**src/rtl/procesador_pkg.sv**
```systemverilog
// Shared encodings for the procesador datapath: ALU and shifter function codes,
// plus the bit positions of the ALU status flags in Tags.
package procesador_pkg;

    typedef enum logic [3:0] {
        G_PASS  = 4'b0000,
        G_INC   = 4'b0001,
        G_ADD   = 4'b0010,
        G_ADDC  = 4'b0011,
        G_ADDNB = 4'b0100,
        G_SUB   = 4'b0101,
        G_DEC   = 4'b0110,
        G_PASS2 = 4'b0111,
        G_AND   = 4'b1000,
        G_AND2  = 4'b1001,
        G_OR    = 4'b1010,
        G_OR2   = 4'b1011,
        G_XOR   = 4'b1100,
        G_XOR2  = 4'b1101,
        G_NOT   = 4'b1110,
        G_NOT2  = 4'b1111
    } alu_op_e;

    typedef enum logic [1:0] {
        PASS = 2'b00,
        SHL  = 2'b01,
        SHR  = 2'b10,
        ZERO = 2'b11
    } sh_op_e;

    localparam int TAG_V = 3;
    localparam int TAG_C = 2;
    localparam int TAG_N = 1;
    localparam int TAG_Z = 0;

endpackage

```
**src/rtl/procesador_func_unit.sv**
```systemverilog
// Function unit: ALU with {V,C,N,Z} flags, a one-bit shifter on bus B, and the
// ALU/shifter select. Purely combinational.
module procesador_func_unit
    import procesador_pkg::*;
#(
    parameter int m = 8
) (
    input  logic [m-1:0] a,
    input  logic [m-1:0] b,
    input  logic [3:0]   g_sel,
    input  logic [1:0]   h_sel,
    input  logic         mf_sel,
    output logic [m-1:0] f,
    output logic [3:0]   tags
);

    alu_op_e      op;
    sh_op_e       hop;
    logic [m-1:0] opb;
    logic         cin;
    logic         arith;
    logic [m-1:0] logic_res;
    logic [m:0]   sum;
    logic [m-1:0] alu_res;
    logic [m-1:0] sh_res;

    assign op  = alu_op_e'(g_sel);
    assign hop = sh_op_e'(h_sel);

    // Arithmetic codes share one adder: pick the second operand and carry-in.
    always_comb begin
        opb       = '0;
        cin       = 1'b0;
        arith     = 1'b1;
        logic_res = '0;
        case (op)
            G_INC:          cin = 1'b1;
            G_ADD:          opb = b;
            G_ADDC:         begin opb = b;  cin = 1'b1; end
            G_ADDNB:        opb = ~b;
            G_SUB:          begin opb = ~b; cin = 1'b1; end
            G_DEC:          opb = '1;
            G_AND, G_AND2:  begin arith = 1'b0; logic_res = a & b; end
            G_OR, G_OR2:    begin arith = 1'b0; logic_res = a | b; end
            G_XOR, G_XOR2:  begin arith = 1'b0; logic_res = a ^ b; end
            G_NOT, G_NOT2:  begin arith = 1'b0; logic_res = ~a; end
            default:        ;
        endcase
    end

    assign sum     = {1'b0, a} + {1'b0, opb} + {{m{1'b0}}, cin};
    assign alu_res = arith ? sum[m-1:0] : logic_res;

    always_comb begin
        tags        = '0;
        tags[TAG_C] = arith & sum[m];
        tags[TAG_V] = arith & (a[m-1] == opb[m-1]) & (sum[m-1] != a[m-1]);
        tags[TAG_N] = alu_res[m-1];
        tags[TAG_Z] = (alu_res == '0);
    end

    always_comb begin
        sh_res = '0;
        case (hop)
            PASS:    sh_res = b;
            SHL:     sh_res = {b[m-2:0], 1'b0};
            SHR:     sh_res = {1'b0, b[m-1:1]};
            default: sh_res = '0;
        endcase
    end

    assign f = mf_sel ? sh_res : alu_res;

endmodule

```
**src/rtl/procesador.sv**
```systemverilog
// Single-cycle execution datapath: 4-entry register file, bus B/D muxes and the
// function unit. All selects come from an external control unit each cycle.
module procesador
    import procesador_pkg::*;
#(
    parameter int m = 8
) (
    input  logic         clk,
    input  logic         rst_n,
    input  logic [1:0]   A_sel,
    input  logic [1:0]   B_sel,
    input  logic [1:0]   Dest_sel,
    input  logic         Load_en,
    input  logic         MB_sel,
    input  logic [m-1:0] Cons_IN,
    input  logic [3:0]   G_sel,
    input  logic [1:0]   H_sel,
    input  logic         MF_sel,
    input  logic         MD_sel,
    input  logic [m-1:0] Data_IN,
    output logic [m-1:0] Address_out,
    output logic [m-1:0] Data_out,
    output logic [3:0]   Tags,
    output logic [m-1:0] Reg_in
);

    logic [3:0][m-1:0] rf;
    logic [m-1:0]      a_bus;
    logic [m-1:0]      b_bus;
    logic [m-1:0]      f_bus;
    logic [m-1:0]      d_bus;

    // Clear is immediate on rst_n low and wins over any write; no read bypass.
    always_ff @(posedge clk or negedge rst_n) begin
        if (!rst_n)
            rf <= '0;
        else if (Load_en)
            rf[Dest_sel] <= d_bus;
    end

    assign a_bus = rf[A_sel];
    assign b_bus = MB_sel ? Cons_IN : rf[B_sel];

    procesador_func_unit #(.m(m)) u_fu (
        .a      (a_bus),
        .b      (b_bus),
        .g_sel  (G_sel),
        .h_sel  (H_sel),
        .mf_sel (MF_sel),
        .f      (f_bus),
        .tags   (Tags)
    );

    assign d_bus       = MD_sel ? Data_IN : f_bus;
    assign Reg_in      = d_bus;
    assign Address_out = a_bus;
    assign Data_out    = b_bus;

endmodule

```
**config.mk**
```make
export PLATFORM = sky130hd
export DESIGN_NAME = procesador
export DESIGN_NICKNAME = d
export VERILOG_FILES = /design/src/rtl/procesador_pkg.sv /design/src/rtl/procesador_func_unit.sv /design/src/rtl/procesador.sv
export SDC_FILE = /design/constraint.sdc
export NUM_CORES = 1
export LEC_CHECK = 0
export CORE_MARGIN = 4
export CORE_UTILIZATION = 30
export CTS_BUF_LIST = sky130_fd_sc_hd__clkbuf_16
export DETAILED_ROUTE_END_ITERATION = 10
export HOLD_SLACK_MARGIN = 0.02
export PLACE_DENSITY_LB_ADDON = 0.08
export SLEW_MARGIN = 20
export SYNTH_ARGS = -nofsm -noshare
export SYNTH_HDL_FRONTEND = slang
export SYNTH_SLANG_ARGS = --single-unit
```
**constraint.sdc**
```tcl
create_clock -name clk -period 11.7 [get_ports clk]
set_clock_uncertainty 0.05 [all_clocks]
set_input_delay 1.755 -clock clk [delete_from_list [all_inputs] [get_ports clk]]
set_output_delay 1.755 -clock clk [all_outputs]
set_load 0.005 [all_outputs]
```
Word level (Yosys, flattened, before mapping)
Index checks and enable logic that the tools add are counted.

Register bits after elaboration: 32. Input bits: 34. Output and inout bits: 28. Logic and storage cells: 63.

$lt $le $gt $ge: 4. Equality and inequality tests: 18. Bitwise logic cells: 8. Add/subtract/negate cells: 2. Reduce and logical (&&, ||, !) cells: 11. Mux-type cells: 16.

Operator list (count): $mux W8 (7); $pmux W8 S3 (2); $bmux W8 S2 (2); $bwmux W32 (1); $eq A4 B4 Y1 const B (8); $pmux W8 S4 (1); $demux W8 S2 (1); $not A8 Y8 (2); $eq A4 B3 Y1 const B (3); $reduce_or A2 Y1 (6); $add A8 B8 Y9 (1); $add A9 B1 Y9 (1); $lt A2 B3 Y1 const B (3); $and A8 B8 Y8 (1); $eq A4 B2 Y1 const B (2); $logic_not A8 Y1 (1); $or A8 B8 Y8 (1); $reduce_or A8 Y1 (1); $xor A8 B8 Y8 (1); $eq A4 B1 Y1 const B (1); $and A1 B1 Y1 (3); $reduce_or A3 Y1 (1); $eq A2 B1 Y1 const B (1); $eq A2 B2 Y1 const B (1); other kinds (6) (7).

Depth between registers and ports, before layout
Depth in word-level cells: 11. Gate-level depth with buffers: 14. Depth with buffers taken out: 13.

Modules after synthesis
From an unflattened synthesis, not the netlist that was laid out.

Cells, all modules: 350. Area total of the unflattened synthesis: 3125.5 sq um.

Modules (own cells, without submodules): procesador (cells an instance 177, area an instance 1813.0 sq um, times used 1, sequential area each 800.8 sq um); procesador_func_unit (cells an instance 173, area an instance 1312.5 sq um, times used 1, sequential area each 0.0 sq um).

Least setup slack after synthesis
OpenSTA, ideal clock, no wires.

Path type: input to output. Start point: in B_sel[0]. End point: out Reg_in[6]. Stages: 14. Path buffers: 1. Setup slack: 5059 ps. Arrival time: 4836 ps. Data required time: 9895 ps. Cells stage by stage: buf_6 > mux4_2 > mux2i_1 > nor2_1 > nor2_1 > o21ai_1 > fa_1 > fa_1 > nand2b_1 > a21oi_1 > mux2i_1 > o21ai_1 > or3_1 > and3_1.

Cells in the longest elaborated chain, start to end: 10. Elaborated cells on any way between the ends: 15. Those cells by class: add/sub (2); mux (9); bitwise (4).

RTL lines: from (decl) (RTL line procesador.sv:11) `input logic [1:0] B_sel,`; $bmux W8 S2 (*) (RTL line procesador.sv:42) `assign b_bus = MB_sel ? Cons_IN : rf[B_sel];`; $mux W8 (implied by the code) (*) (RTL line procesador.sv:42); $mux W8 (*) (RTL line procesador.sv:42); $not A8 Y8 (RTL line procesador_func_unit.sv:40, procesador_func_unit.sv:41); $pmux W8 S3 (RTL line procesador_func_unit.sv:36) `case (op)`; $add A8 B8 Y9 (RTL line procesador_func_unit.sv:51) `assign sum = {1'b0, a} + {1'b0, opb} + {{m{1'b0}}, cin};`; $add A9 B1 Y9 (RTL line procesador_func_unit.sv:51); $mux W8 (RTL line procesador_func_unit.sv:52) `assign alu_res = arith ? sum[m-1:0] : logic_res;`; $mux W8 (*) (RTL line procesador_func_unit.sv:72) `assign f = mf_sel ? sh_res : alu_res;`; $mux W8 (*) (RTL line procesador.sv:54) `assign d_bus = MD_sel ? Data_IN : f_bus;`; to (decl) (RTL line procesador.sv:24) `output logic [m-1:0] Reg_in`.

Every way passes the cells marked *; elsewhere a longest branch is shown, timed or not. The select of a mux whose other input is x is not followed.

Worst setup path in the final report
Ends and elaborated chain as after synthesis.

==> summary.txt <==
Worst hold path
  – HP Start: rf[26]
  – Hold/Removal Path Class: reg -> reg

Layout
  – Fillers: approximately 1,200
  – Flip-flop count of the largest register after layout: 32
  – Layout cells sized above 1: 0.107
  – Post-Layout Cell Count: 562
  – Design area: approximately 4200 sq um
  – Nets: 481
  – Area growth syn-to-layout: 25.1%
  – Biggest register: rf
  – Largest regs: rf x32
  – Ant diodes: 0

Setup path
  – Startpoint Class: input port
  – Crit Reg-Reg Startpoint: rf[16]
  – FF-to-FF path depth: 13
  – Max incr delay on CP: 0.92 ns
  – Arrival @ worst endpoint: 6.55 ns
  – Crit path cell chain: clkdlybuf4s50_1 > mux4_2 > mux2i_1 > nor2_1 > nor2_1 > o21ai_1 > fa_1 > fa_1 > nand2b_1 > a21oi_1 > mux2i_1 > o21ai_1 > or3_1 > and3_1 > clkdlybuf4s50_1
  – WS Path Type: in -> out
  – Crit. End Element: output pin
  – Critical Path RT: 9.90 ns
  – Worst Setup SP: B_sel[0]
  – Worst path slowest cell: clkdlybuf4s50_1
  – R2R setup slack: 7.76 ns
  – Crit Reg-Reg Endpoint: rf[22]
  – Crit path max fanout: 10
  – Worst setup endpoint: Reg_in[6]

Global routing
  – First-pass GRT wire length: around 17,000 microns
  – Largest net degree at the start of global routing: 33
  – Initial antenna violation count: 0
  – Vias in the first global route: 3,072
  – Gr usage total: 0.162
  – GRT overflow: 0

Pwr
  – Pwr dens: ~130 nW/um^2
  – Total power: 0.547 mW
  – Pleak: 1.81 nW
  – Worst vdd ir: 0.0785 mV

Clock tree
  – Clock buffer depth: 2
  – Clock Latency Late Sink: 0.27 ns
  – CTS Buf Count: 5
  – Cts hold-fix bufs: 0
  – Clk pin slew, worst setup/hold paths: 0.05 ns
  – Clock root cell: clkbuf_16
  – Post_cts resized: 0
  – CTS tree: yes
  – Postcts setup bufs: 0
  – Clock sink total: 32
  – H-tree depth: 2

Yosys
  – Synth warnings: 0
  – Syn_area_per_cell: 9.06 sq um
  – Synth area leader: dfrtp_1
  – Cell area after synthesis: between 3000 and 4000 sq um
  – Seq/Total Area, Yosys: 0.238
  – Most frequent cell after synthesis: nand2_1
  – #FFs+latches synth: 32
  – Syn_nets: 431
  – Synth Flop Type: dfrtp_1
  – Async SR Flop Fraction: 1.00
  – Top post-synthesis cells by count: nand2_1 (43), dfrtp_1 (32), inv_1 (32), o21ai_1 (29)
  – Largest cells by area after synthesis: dfrtp_1 (24%), mux4_2 (15%), ha_1 (8.5%), mux2i_1 (6.5%), nand2_1 (4.8%)
  – Yosys top cell area share: 0.238
  – Yosys cell types: 59
  – Number of synthesized flops with an enable pin: 0
  – Cells after Synth: ~370

Route
  – Via count: 2,986
  – Wire per inst: between 15 and 20 microns
  – Iter 0 DRT Violations: ~150
  – Residual DRC: 0
  – DRT Wirelength: 10,200 microns
  – Routed Antenna Nets: 0
  – Via-to-Cell Ratio: between 5 and 6
  – Pre-Repair DR Iteration Count: 4

Floorplan
  – Die footprint: between 10,000 and 15,000 sq um
  – Std-Cell Rows: 38
  – Die W: between 100 and 150 microns
  – Initial Utilization: 0.308
  – I/O Pins: 62
  – Core area: 10,900 sq um
  – Die height: 114 microns

Placement
  – Placed insts: 555
  – Placed inst area: 4080 sq um
  – Routability cong.: roughly 0.87
  – IO buf count: 61
  – Final HPWL DP: between 8000 and 9000 microns

Run status
  – Status: completed

STA
  – Period utilization: 0.714
  – Slew margin rel.: 0.423
  – Final setup viols: 0
  – Hold Violations, Final: 0
  – RSZ-0062 raised after global routing: false
  – Measured slew at the worst slew-check pin: 0.863 ns
  – Final Hold Slack: ~0.45 ns
  – Slew Limit Fails: 0
  – Fin Setup TNS: 0 ns
  – Fin crit period: 8.35 ns
  – Fmax: 0.120 GHz

Run
  – Max_cap viols: 0
==> final cells by class <==
class	count	area (sq um)	share of cell area
Inverter	39	146	0.0347
Sequential cell	32	801	0.190
Clock buffer	5	125	0.0297
Tap cell	140	175	0.0415
Clock inverter	2	7.51	0.00178
Timing Repair Buffer	64	633	0.150
Multi-Input combinational cell	280	2330	0.552
==> per-stage QoR <==
| step | util | setup slack, ns |
|---|---|---|
| 2_1_floorplan | - | 5.06 |
| 3_3_place_gp | 0.373 | 3.42 |
| 3_5_place_dp | 0.373 | 3.37 |
| 4_1_cts | 0.386 | 3.35 |
| 5_1_grt | 0.386 | 3.00 |
| 6_report | 0.386 | 3.35 |
==> power by group <==
part           total (mW)  internal (mW)  switching (mW)
registers           0.153          0.134          0.0183
logic               0.277          0.137           0.140
clock network       0.118         0.0758          0.0420
total               0.547          0.347           0.201
==> worst min-delay path by stage <==
stage | endpoint | cells after the start
CTS | rf[26] | 2
global route | rf[18] | 2
finish | rf[26] | 2
floorplan | rf[0] | 2
detailed placement | rf[26] | 2
global placement | rf[25] | 2
==> cells by family after synthesis <==
kind of cell	after synthesis	synth area share
muxes	55	0.251
xor gates and xnor gates	3	0.00780
buffers and inverters	60	0.0716
adders and majority gates	25	0.0973
and+or+nand+nor	104	0.144
AOI/OAI and AO/OA	93	0.191
DFF	32	0.238
==> layout by cell type (no fill, tap or decap), types with 3 or more instances in the layout <==
| cell type | n |
|---|---|
| o21ai_0 | 7 |
| o221ai_1 | 8 |
| nand2_1 | 43 |
| nor2_1 | 23 |
| nand2b_1 | 5 |
| clkbuf_16 | 5 |
| inv_2 | 5 |
| clkinv_1 | 4 |
| and3_1 | 3 |
| o211ai_1 | 3 |
| dfrtp_1 | 32 |
| nand3b_1 | 4 |
| o21ai_1 | 29 |
| buf_4 | 3 |
| inv_1 | 32 |
| mux2i_1 | 22 |
| clkdlybuf4s50_1 | 61 |
| ha_1 | 23 |
| a21oi_1 | 11 |
| mux2_2 | 3 |
| mux4_2 | 22 |
| nor2b_1 | 5 |
| nand3_1 | 8 |
| a32o_1 | 4 |
| mux2_1 | 6 |
| a211oi_1 | 6 |
==> layer usage <==
layer / part of all wire / track usage / wire [microns] / up-vias
li1: - / - / - / 1481
met1: 0.47 / 0.225 / 4830 / 1444
met2: 0.48 / 0.275 / 4910 / 54
met3: 0.037 / 0.0164 / 377 / 7
met4: 0.0093 / 0.0356 / 95 / 0
met5: 0 / 0 / 0 / -
==> worst max-delay path, delay by kind of cell <==
kind | cells | cell delay [ns]
AOI/OAI and AO/OA | 3 | 0.42
and+or+nand+nor | 5 | 1.01
buffers and inverters | 2 | 1.36
adders and majority gates | 2 | 0.86
muxes | 3 | 1.12
Power figures use the tool's default switching activity.
